==> src/rtl/iter_counter.sv <==
// iter_counter: mode-programmable iteration counter for CORDIC sequencing.
// A start/busy/done handshake runs a sequence of max_i steps, counting up
// or down, either once (one-shot) or repeatedly (wrap) until cleared.
// cnt_o indexes the iteration and the atan ROM of the micro-rotation datapath.

module iter_counter #(
    parameter int Width = 16
) (
    input  logic             clk_i,
    input  logic             rst_ni,
    input  logic             clr_i,
    input  logic             start_i,
    input  logic             ena_i,
    input  logic             mode_i,
    input  logic             dir_i,
    input  logic [Width-1:0] max_i,
    output logic [Width-1:0] cnt_o,
    output logic             tick_o,
    output logic             busy_o,
    output logic             done_o,
    output logic             err_o
);

    typedef enum logic [1:0] {
        StIdle = 2'd0,
        StRun  = 2'd1,
        StDone = 2'd2
    } state_e;

    state_e           state_q, state_d;
    logic [Width-1:0] cnt_q, cnt_d;
    logic [Width-1:0] max_q, max_d;
    logic             mode_q, mode_d;
    logic             dir_q, dir_d;
    logic             err_q, err_d;

    logic [Width-1:0] load_val;
    logic [Width-1:0] reload_val;
    logic [Width-1:0] term_val;
    logic             at_term;
    logic             start_ok;

    // Start value for a new run comes from the live inputs; the reload value
    // and terminal value for the running sequence come from the latched copy,
    // so max_i/dir_i may change freely while a run is in progress.
    always_comb begin
        load_val   = dir_i ? (max_i - Width'(1)) : '0;
        reload_val = dir_q ? (max_q - Width'(1)) : '0;
        term_val   = dir_q ? '0 : (max_q - Width'(1));
        at_term    = (cnt_q == term_val);
        start_ok   = (max_i != '0);
    end

    // Next-state logic: clear wins over everything, then the per-state rules.
    always_comb begin
        state_d = state_q;
        cnt_d   = cnt_q;
        max_d   = max_q;
        mode_d  = mode_q;
        dir_d   = dir_q;
        err_d   = 1'b0;

        if (clr_i) begin
            state_d = StIdle;
            cnt_d   = '0;
        end else begin
            case (state_q)
                StIdle: begin
                    if (start_i) begin
                        if (start_ok) begin
                            max_d   = max_i;
                            mode_d  = mode_i;
                            dir_d   = dir_i;
                            cnt_d   = load_val;
                            state_d = StRun;
                        end else begin
                            err_d = 1'b1;
                        end
                    end
                end
                StRun: begin
                    if (ena_i) begin
                        if (at_term) begin
                            if (mode_q) begin
                                state_d = StDone;
                            end else begin
                                cnt_d = reload_val;
                            end
                        end else if (dir_q) begin
                            cnt_d = cnt_q - Width'(1);
                        end else begin
                            cnt_d = cnt_q + Width'(1);
                        end
                    end
                end
                StDone: begin
                    state_d = StIdle;
                end
                default: begin
                    state_d = StIdle;
                end
            endcase
        end
    end

    // State and datapath registers; reset returns everything to a quiet idle.
    always_ff @(posedge clk_i or negedge rst_ni) begin
        if (!rst_ni) begin
            state_q <= StIdle;
            cnt_q   <= '0;
            max_q   <= '0;
            mode_q  <= 1'b0;
            dir_q   <= 1'b0;
            err_q   <= 1'b0;
        end else begin
            state_q <= state_d;
            cnt_q   <= cnt_d;
            max_q   <= max_d;
            mode_q  <= mode_d;
            dir_q   <= dir_d;
            err_q   <= err_d;
        end
    end

    assign cnt_o  = cnt_q;
    assign tick_o = (state_q == StRun) && ena_i && at_term;
    assign busy_o = (state_q == StRun);
    assign done_o = (state_q == StDone);
    assign err_o  = err_q;

endmodule

==> config.mk <==
export PLATFORM = sky130hd
export DESIGN_NAME = iter_counter
export DESIGN_NICKNAME = d
export VERILOG_FILES = /design/src/rtl/iter_counter.sv
export SDC_FILE = /design/constraint.sdc
export NUM_CORES = 1
export LEC_CHECK = 0
export CAP_MARGIN = 20
export CORE_AREA = 5 5 104 106
export DETAILED_ROUTE_END_ITERATION = 16
export DIE_AREA = 0 0 109 111
export SKIP_LAST_GASP = 1
export SLEW_MARGIN = 20
export SYNTH_ARGS = -nofsm -noshare
export SYNTH_HDL_FRONTEND = slang
export SYNTH_SLANG_ARGS = --single-unit
==> constraint.sdc <==
create_clock -name clk_i -period 5.2 [get_ports clk_i]
set_clock_uncertainty 0.1 [all_clocks]
set_input_delay 0.52 -clock clk_i [delete_from_list [all_inputs] [get_ports clk_i]]
set_output_delay 0.52 -clock clk_i [all_outputs]
set_load 0.1 [all_outputs]
==> results of run 1 <==
-- stage by stage --
stage / cells / utilization (%) / cell area [um2]
floorplan: 449 / - / 3820
global placement: 607 / 44.3 / 4290
detailed placement: 607 / 44.3 / 4290
CTS: 615 / 45.7 / 4430
global route: 615 / 45.7 / 4430
finish: 615 / 45.7 / 4430
-- cell families after synthesis --
family	Yosys count	synth area share, %
AO/OA/AOI/OAI	116	21.0
XOR/XNOR	39	9.31
adder cells (fa/ha/maj)	17	5.77
buffers and inverters	33	4.88
flip-flops	37	24.3
multiplexers	34	9.57
AND/OR/NAND/NOR	173	25.2
-- cell type report --
cell class	count	area [um2]
well taps	133	166
inverters	10	37.5
clock inverters	3	65.1
clock buffers	5	68.8
repair buffers	48	458
multi-input cells	379	2710
fillers	972	5260
flip-flops and latches	37	926
-- final timing paths --
check | start | endpoint | slack [ns] | depth (start not counted)
worst max-delay path | max_q[0] | cnt_o[14] | 0.87 | 12
worst min-delay path | rst_ni | cnt_o[5] | 0.23 | 1
worst max register to register | max_q[0] | cnt_o[14] | 0.87 | 12
worst min register to register | mode_q | mode_q | 0.50 | 1
max in group asynchronous | rst_ni | max_q[12] | 4.22 | 1
min in group clk_i | mode_q | mode_q | 0.50 | 1
-- Yosys cell counts, types with 3 or more instances --
cell type	n
nor3b_1	5
clkbuf_1	12
nor2b_1	6
inv_1	9
nor4_1	9
nand2b_1	12
or4_1	5
a21oi_1	22
o31ai_1	3
dfrtp_1	37
nor4b_1	3
o22ai_1	3
nand3_1	4
xnor2_1	26
mux2_2	19
ha_1	16
a31oi_1	3
mux2i_1	14
a211oi_1	5
nor3_1	17
or3_1	9
nand3b_1	3
a21o_1	5
nand2_1	25
and3_1	4
xor2_1	12
buf_2	4
o21ai_0	34
nand4_1	7
nor2_1	53
buf_6	5
a31o_2	3
o211ai_1	4
a22o_1	6
-- power by group --
part,internal (mW),total [mW],switching [mW]
clock,0.191,0.308,0.118
combinational,0.355,0.896,0.541
sequential,0.338,0.465,0.127
total,0.884,1.67,0.786
-- state kept, by name, indices dropped and copies added (netlist names) --
signal and cells:
err_o 1, dir_q 1, mode_q 1, max_q 16
cnt_o 16, state_q 2
-- placed cells by master (no fill, tap or decap), drive strengths merged, types with 7 or more instances in the layout --
cell type / count
mux2i: 14
dfrtp: 37
nand2b: 12
a21oi: 22
nor4: 11
buf: 8
nor3: 18
or4: 7
nor2: 53
or3: 9
o21ai: 36
ha: 16
xnor2: 26
mux2: 20
nand2: 25
xor2: 12
nand4: 7
inv: 9
clkdlybuf4s50: 40
-- metal layers --
layer | up-vias | GRT usage (%)
met4 | 0 | 6.57
met5 | - | 0
li1 | 1740 | -
met3 | 23 | 3.55
met2 | 89 | 28.2
met1 | 1742 | 25.3
==> metrics, run 1 <==
initial DRC count=222; All-Layer GR Usage=18.3%; # rows=36; Pwr Density=377 nW/um2; mapped cell area=3820 um2; P&R area growth vs syn=16.0%; Port Buffer Count=42; maximum clock insertion buffer count=2; Cell Chain, Critical Path=inv_1 > ha_1 > or4b_4 > nor4_4 > mux2_2 > a2111oi_2 > and4b_4 > and3_1 > buf_4 > nor2_1 > a221oi_1 > a21oi_1; Yosys Warn Count=0; Post-CTS Repair Setup Buffers=0; max frequency=0.231 GHz; remaining antenna violation count=0; clock latency on the worst-skew pair=0.31 ns; WL met1=5120 um; Synth cell types=70; leak pwr=1.68 nW; Design Power=1.67 mW; TNS Setup=0 ns; DP Worst Slack=0.874 ns; total grt overflow=0; Avg Inst Size Synth=8.50 um2; die width=109 um; TritonCTS clock tree=done; Crit path buffers/inverters=2; first-pass GRT wire length=17,800 um; WL final=10,900 um; Slowest Stage Delay on Critical Path=0.69 ns; RSZ-0062 raised after global routing=no; #FFs+latches synth=37; post-cts sizing count=0; Inserted Diodes=0; Worst-Margin Slew=0.975 ns; IR drop worst, VDD=0.000157 V; dpl hpwl=8510 um; max_cap viols=0; DR WL met3=423 um; Reg clk slew, reported paths=0.09 ns; outcome=complete, no violations; final hold vios=0; Cells after Synth=449; DRC=0; top post-synthesis cells by area=dfrtp_1 (24%), xnor2_1 (6.0%), mux2_2 (5.6%); critical path type=reg -> reg; share of layout cells above drive strength 1=11.0%; Top FF cell, synth=dfrtp_1; GPL Wtd Cong=0.886; slowest cell on the critical path=and3_1; Crit Path Max Fanout=17; Final min period=4.33 ns; Top delay family on crit path=simple AND/OR/NAND/NOR gates; CTS Buf Count=5; CP Launch Type=register; I/O Pins=43; Hold Worst Slack=0.230 ns; Synth top area share=24.3%; Max-slew headroom=34.8%; initial antenna violation count=0; Die Y-Extent=111 um; vias in the first global route=3,510; via count=3,594; Worst Path Required=5.28 ns; Worst Path Arrival=4.41 ns; Root Buffer=clkbuf_8; Avg Vias per Cell=5.84; pin count of the biggest net entering global routing=38; setup violators final=0; clock tree sinks=37; register area share after synthesis=24.3%; DIE AREA=12,100 um2; Hold-fix buffers, CTS=0; fin worst setup slack=0.871 ns; Tcrit/Tclk final=83.2%; Async S/R FF share, synth=100%; Initial Util=39.4%; WL met2=5060 um; Core Region=9680 um2; H-tree levels=2; Max Used Layer=met4; drt pass-1 iters=5; WL per Instance=17.7 um; Post-Syn Nets=489; cell accounting for the most synthesized area=dfrtp_1; Post-synth EDFFs=0; Max Slew Vio Count=0; nets=521; HP Class=in -> async; CP Capture Type=register
(Power assumes the default switching activity.)
==> run 2, diff against run 1 <==
==> constraint.sdc (replaced) <==
create_clock -name clk_i -period 4.5 [get_ports clk_i]
set_clock_uncertainty 0.1 [all_clocks]
set_input_delay 0.45 -clock clk_i [delete_from_list [all_inputs] [get_ports clk_i]]
set_output_delay 0.45 -clock clk_i [all_outputs]
set_load 0.1 [all_outputs]
==> run 2 against run 1 <==
  * Clock power grew 2%
  * Sequential share of layout area is essentially flat
  * Global-route usage shrank 0.061 points
  * Critical path type unchanged
  * Worst setup slack lost 0.40 ns
  * Via count shrank 1.5%
  * Hold slack lost 0.068 ns
  * Sequential power grew 14%
  * Highest routed layer unchanged
  * Utilization is essentially flat
  * Critical endpoint is now cnt_o[9]
==> metrics, run 2 (synthesis gave the netlist of run 1 again) <==
critical path type=reg -> reg (unchanged); Fill cells=965 (was 972); R2R Path Start=max_q[0] (unchanged); CP Launch Point=max_q[0] (unchanged); CTS Buf Count=5 (unchanged); Worst-Margin Slew=0.972 ns (was 0.975 ns); switch share=47.9% (was 47.1%); Crit Path Max Fanout=21 (was 17); final hold vios=0 (unchanged); Seq pwr share=28.2% (was 27.8%); reg2reg path depth=12 (unchanged); Die Y-Extent=111 um (unchanged); Inserted Diodes=0 (unchanged); GPL Wtd Cong=0.935 (was 0.886); RSZ-0062 raised after global routing=no (unchanged); Cell Chain, Critical Path=inv_1 > ha_1 > or4b_4 > nor4_4 > mux2_2 > a2111oi_2 > and4b_4 > and3_1 > buf_4 > mux2_2 > o21ai_0 > o21ai_0 (was inv_1 > ha_1 > or4b_4 > nor4_4 > mux2_2 > a2111oi_2 > and4b_4 > and3_1 > buf_4 > nor2_1 > a221oi_1 > a21oi_1); DR WL met3=387 um (was 423 um); WL met2=5040 um (was 5060 um); initial DRC count=193 (was 222); max frequency=0.248 GHz (was 0.231 GHz); r2r setup slk=0.47 ns (was 0.87 ns); IR drop worst, VDD=0.000232 V (was 0.000157 V); nets=523 (was 521); most common cell after layout, fill and taps aside=nor2_1 (unchanged); Pwr Density=427 nW/um2 (was 377 nW/um2); All-Layer GR Usage=18.3% (about the same); Reg clk slew, reported paths=0.09 ns (about the same); post-cts sizing count=0 (unchanged); Max Slew Vio Count=0 (unchanged); # rows=36 (unchanged); pin count of the biggest net entering global routing=38 (unchanged); Clock Power Share=16.7% (was 18.5%); I/O Pins=43 (unchanged); vias in the first global route=3,563 (was 3,510); Top delay family on crit path=simple AND/OR/NAND/NOR gates (unchanged); dpl hpwl=8470 um (was 8510 um); Worst Path Required=4.57 ns (was 5.28 ns); maximum clock insertion buffer count=2 (unchanged); Hold-fix buffers, CTS=0 (unchanged); slowest cell on the critical path=or4b_4 (was and3_1); post-route cell area=4430 um2 (about the same); WP depth=12 (unchanged); CP Capture Type=register (unchanged); Post-CTS Repair Setup Buffers=0 (unchanged); leak pwr=1.68 nW (about the same); internal power=0.984 mW (was 0.884 mW); Max Used Layer=met4 (unchanged); Worst Path Arrival=4.11 ns (was 4.41 ns); DRC=0 (unchanged); via count=3,541 (was 3,594); Port Buffer Count=42 (unchanged); Avg Vias per Cell=5.74 (was 5.84); setup violators final=0 (unchanged); outcome=complete, no violations (unchanged); Design Power=1.89 mW (was 1.67 mW); WL met1=5000 um (was 5120 um); Max-slew headroom=35.0% (was 34.8%); Initial Util=39.4% (unchanged); Core Region=9680 um2 (unchanged); H-tree levels=2 (unchanged); Psw=0.905 mW (was 0.786 mW); DP Worst Slack=0.507 ns (was 0.874 ns); TritonCTS clock tree=done (unchanged); Tcrit/Tclk final=89.6% (was 83.2%); HP Class=in -> async (unchanged); first-pass GRT wire length=17,800 um (about the same); max_cap viols=0 (unchanged); Root Buffer=clkbuf_8 (unchanged); fin util=45.7% (about the same); WL per Instance=17.4 um (was 17.7 um); TNS Setup=0 ns (unchanged); Slowest Stage Delay on Critical Path=0.54 ns (was 0.69 ns); WL final=10,700 um (was 10,900 um); drt pass-1 iters=4 (was 5); DIE AREA=12,100 um2 (unchanged); Logic pwr share=55.1% (was 53.7%); P&R area growth vs syn=16.0% (about the same); clock latency on the worst-skew pair=0.30 ns (was 0.31 ns); share of layout cells above drive strength 1=11.4% (was 11.0%); clock tree sinks=37 (unchanged); commonest non-fill, non-tap cells in the layout=nor2_1 (53), clkdlybuf4s50_1 (40), dfrtp_1 (37), o21ai_0 (34), xnor2_1 (26) (unchanged); DP Area=4310 um2 (was 4290 um2); total grt overflow=0 (unchanged); Final min period=4.03 ns (was 4.33 ns); remaining antenna violation count=0 (unchanged); Crit path buffers/inverters=2 (unchanged); CP Launch Type=register (unchanged); die width=109 um (unchanged); initial antenna violation count=0 (unchanged); fin worst setup slack=0.469 ns (was 0.871 ns)
## run 2: cell types whose count changed in the layout (fill, tap and decap cells not counted)
cell,previous run,this run
clkbuf_8,5,6
clkinvlp_4,0,1
buf_4,7,9
clkinv_2,1,0
bufinv_16,2,1
## run 2: path summary, 6_finish.rpt
| check | end |
|---|---|
| min | cnt_o[10] |
| min in group clk_i | mode_q |
| max in group asynchronous | max_q[8] |
| min reg2reg | mode_q |
| max | cnt_o[9] |
| max reg2reg | cnt_o[9] |
## run 2: area by class of cell
cell class | count | area [um2] | area share, %
Clock buffer | 6 | 82.6 | 1.86
Clock inverter | 2 | 37.5 | 0.848
Inverter | 10 | 37.5 | 0.848
Multi-Input combinational cell | 379 | 2710 | 61.1
Sequential cell | 37 | 926 | 20.9
Tap cell | 133 | 166 | 3.76
Timing Repair Buffer | 50 | 473 | 10.7
## run 2: routing by layer
metal	global-route usage [%]	up-vias
met5	0	-
met4	6.31	0
met3	2.39	21
met2	29.0	80
met1	25.2	1694
li1	-	1746
## run 2: through the flow
stage	hold slack, ns	instances
floorplan	0.0544	449
global placement	0.441	609
detailed placement	0.448	609
CTS	0.187	617
global route	0.227	617
finish	0.162	617
## run 2: power by group through the flow
| stage | logic [mW] | clock network, mW | registers, mW |
|---|---|---|---|
| after global routing | 1.13 | 0.337 | 0.550 |
| final | 1.04 | 0.315 | 0.532 |
| after CTS | 1.04 | 0.323 | 0.532 |
| after detailed placement | 1.04 | 0 | 0.537 |
| after global placement | 1.03 | 0 | 0.535 |
| after floorplan | 0.669 | 0 | 0.650 |
==> run 3, diff against run 2 <==
--- a/config.mk
+++ b/config.mk
@@ -10,7 +10,7 @@
 export DETAILED_ROUTE_END_ITERATION = 16
 export DIE_AREA = 0 0 109 111
 export SKIP_LAST_GASP = 1
-export SLEW_MARGIN = 20
+export SLEW_MARGIN = 10
 export SYNTH_ARGS = -nofsm -noshare
 export SYNTH_HDL_FRONTEND = slang
 export SYNTH_SLANG_ARGS = --single-unit
==> constraint.sdc (replaced) <==
create_clock -name clk_i -period 4.5 [get_ports clk_i]
set_clock_uncertainty 0.1 [all_clocks]
set_input_delay 0.45 -clock clk_i [delete_from_list [all_inputs] [get_ports clk_i]]
set_output_delay 0.45 -clock clk_i [all_outputs]
set_load 0.02 [all_outputs]
==> run 3 against run 2 <==
  * Design area is 0.65% lower
  * Cell count stayed put
  * Count of clock-buffer cells in the layout stayed put
  * Worst setup slack worse by 0.19 ns
==> metrics, run 3 (synthesis gave the netlist of run 1 again) <==
outcome=complete, no violations (unchanged); remaining antenna violation count=0 (unchanged); die width=109 um (unchanged); area of the multi-input gates=2710 um2 (about the same); DRC=0 (unchanged); Worst Path Arrival=3.67 ns (was 4.11 ns); All-Layer GR Usage=17.9% (was 18.3%); Max-slew headroom=42.0% (was 35.0%); setup violators final=0 (unchanged); first-pass GRT wire length=17,700 um (was 17,800 um); met3 usage=2.68% (was 2.39%); initial antenna violation count=0 (unchanged); pin count of the biggest net entering global routing=38 (unchanged); Tcrit/Tclk final=93.9% (was 89.6%); share of layout cells above drive strength 1=11.2% (was 11.4%); initial DRC count=252 (was 193); R2R Path Start=max_q[0] (unchanged); RSZ-0062 raised after global routing=no (unchanged); Post-CTS Repair Setup Buffers=0 (unchanged); Reg clk slew, reported paths=0.08 ns (was 0.09 ns); Worst Path Required=3.95 ns (was 4.57 ns); vias in the first global route=3,541 (was 3,563); Max Slew Vio Count=0 (unchanged); CP Capture Type=output pin (was register); H-tree levels=2 (unchanged); CP Launch Type=register (unchanged); total grt overflow=0 (unchanged); Hold Worst Slack=0.169 ns (was 0.162 ns); R2R Path End=cnt_o[11] (was cnt_o[9]); Worst-Margin Slew=0.869 ns (was 0.972 ns); GPL Wtd Cong=0.910 (was 0.935); register area=926 um2 (unchanged); Port Buffer Count=42 (unchanged); nets=523 (unchanged); Crit Path Max Fanout=6 (was 21); CTS Buf Count=5 (unchanged); final hold vios=0 (unchanged); Avg Vias per Cell=5.80 (was 5.74); HP Class=in -> async (unchanged); maximum clock insertion buffer count=2 (unchanged); P&R area growth vs syn=15.2% (was 16.0%); max_cap viols=0 (unchanged); drt pass-1 iters=5 (was 4); max frequency=0.237 GHz (was 0.248 GHz); Final min period=4.22 ns (was 4.03 ns); IR drop worst, VDD=0.000165 V (was 0.000232 V); met1 GRT Util=24.6% (was 25.2%); Root Buffer=clkbuf_8 (unchanged); # rows=36 (unchanged); Fill cells=967 (was 965); TritonCTS clock tree=done (unchanged); I/O Pins=43 (unchanged); Die Y-Extent=111 um (unchanged); WL final=10,600 um (was 10,700 um); CP Launch Point=max_q[0] (unchanged); Hold-fix buffers, CTS=0 (unchanged); Pwr Density=376 nW/um2 (was 427 nW/um2); post-cts sizing count=0 (unchanged); dpl hpwl=8340 um (was 8470 um); met2 usage=28.1% (was 29.0%); most common cell after layout, fill and taps aside=nor2_1 (unchanged); WL per Instance=17.2 um (was 17.4 um); r2r setup slk=0.44 ns (was 0.47 ns); DIE AREA=12,100 um2 (unchanged); GRT Max-Usage Layer=met2 (unchanged); Core Region=9680 um2 (unchanged); Initial Util=39.4% (unchanged); Inserted Diodes=0 (unchanged); via count=3,581 (was 3,541); clock tree sinks=37 (unchanged); leak pwr=1.67 nW (was 1.68 nW); TNS Setup=0 ns (unchanged); commonest non-fill, non-tap cells in the layout=nor2_1 (53), clkdlybuf4s50_1 (41), dfrtp_1 (37), o21ai_0 (34), xnor2_1 (26) (was nor2_1 (53), clkdlybuf4s50_1 (40), dfrtp_1 (37), o21ai_0 (34), xnor2_1 (26)); reg2reg path depth=12 (unchanged); clock latency on the worst-skew pair=0.29 ns (was 0.30 ns); critical path type=reg -> out (was reg -> reg)
-- run 3: cell types whose count changed in the layout (fill, tap and decap cells not counted) --
| cell | previous run | this run |
|---|---|---|
| bufinv_16 | 1 | 0 |
| nor4b_2 | 0 | 1 |
| clkinv_2 | 0 | 2 |
| clkdlybuf4s50_1 | 40 | 41 |
| clkbuf_8 | 6 | 5 |
| buf_4 | 9 | 8 |
| clkbuf_1 | 0 | 1 |
| clkinvlp_4 | 1 | 0 |
| nor4b_1 | 3 | 2 |
-- run 3: stage by stage --
step | std cells | utilization [%] | power, mW | setup slack (ns) | area, um2
3_5_place_dp | 609 | 44.5 | 1.42 | 0.476 | 4310
2_1_floorplan | 449 | - | 1.17 | 0.900 | 3820
3_3_place_gp | 609 | 44.5 | 1.41 | 0.589 | 4310
6_report | 617 | 45.4 | 1.65 | 0.276 | 4400
4_1_cts | 617 | 45.4 | 1.66 | 0.168 | 4390
5_1_grt | 617 | 45.4 | 1.78 | 0.0340 | 4400
-- run 3: layout make-up --
type / instances / share of cell area, %
multi-input cells: 379 / 61.6
flip-flops and latches: 37 / 21.0
repair buffers: 50 / 10.8
well taps: 133 / 3.78
clock buffers: 6 / 1.65
inverters: 10 / 0.853
clock inverters: 2 / 0.228
-- run 3: routing by layer --
layer	vias to the layer above	part of all wire (%)	wire [um]
li1	1745	-	-
met2	109	46	4890
met5	-	0	0
met1	1702	47	4930
met4	0	3.7	387
met3	25	3.7	393
-- run 3: worst max-delay path: stages, from the launching register on --
cell             delay, ns
dfrtp_1               0.46
inv_1                 0.15
ha_1                  0.37
or3b_2                0.45
a221oi_1              0.30
a41oi_1               0.12
a21oi_1               0.14
nor4b_2               0.24
o2111a_1              0.23
nand4_1               0.14
nor2_1                0.16
clkdlybuf4s50_1       0.61
-- run 3: report_power, final --
group | total [mW] | leakage, nW | internal (mW) | switching (mW)
clock network | 0.235 | 0.0450 | 0.108 | 0.127
registers | 0.529 | 0.464 | 0.391 | 0.138
logic | 0.889 | 1.16 | 0.415 | 0.474
-- run 3: worst max path at each step --
stage | end | depth (start not counted) | slack [ns]
finish | tick_o | 11 | 0.28
global route | tick_o | 11 | 0.03
CTS | tick_o | 11 | 0.17
detailed placement | cnt_o[11] | 12 | 0.48
global placement | cnt_o[11] | 12 | 0.59
floorplan | cnt_o[11] | 13 | 0.90
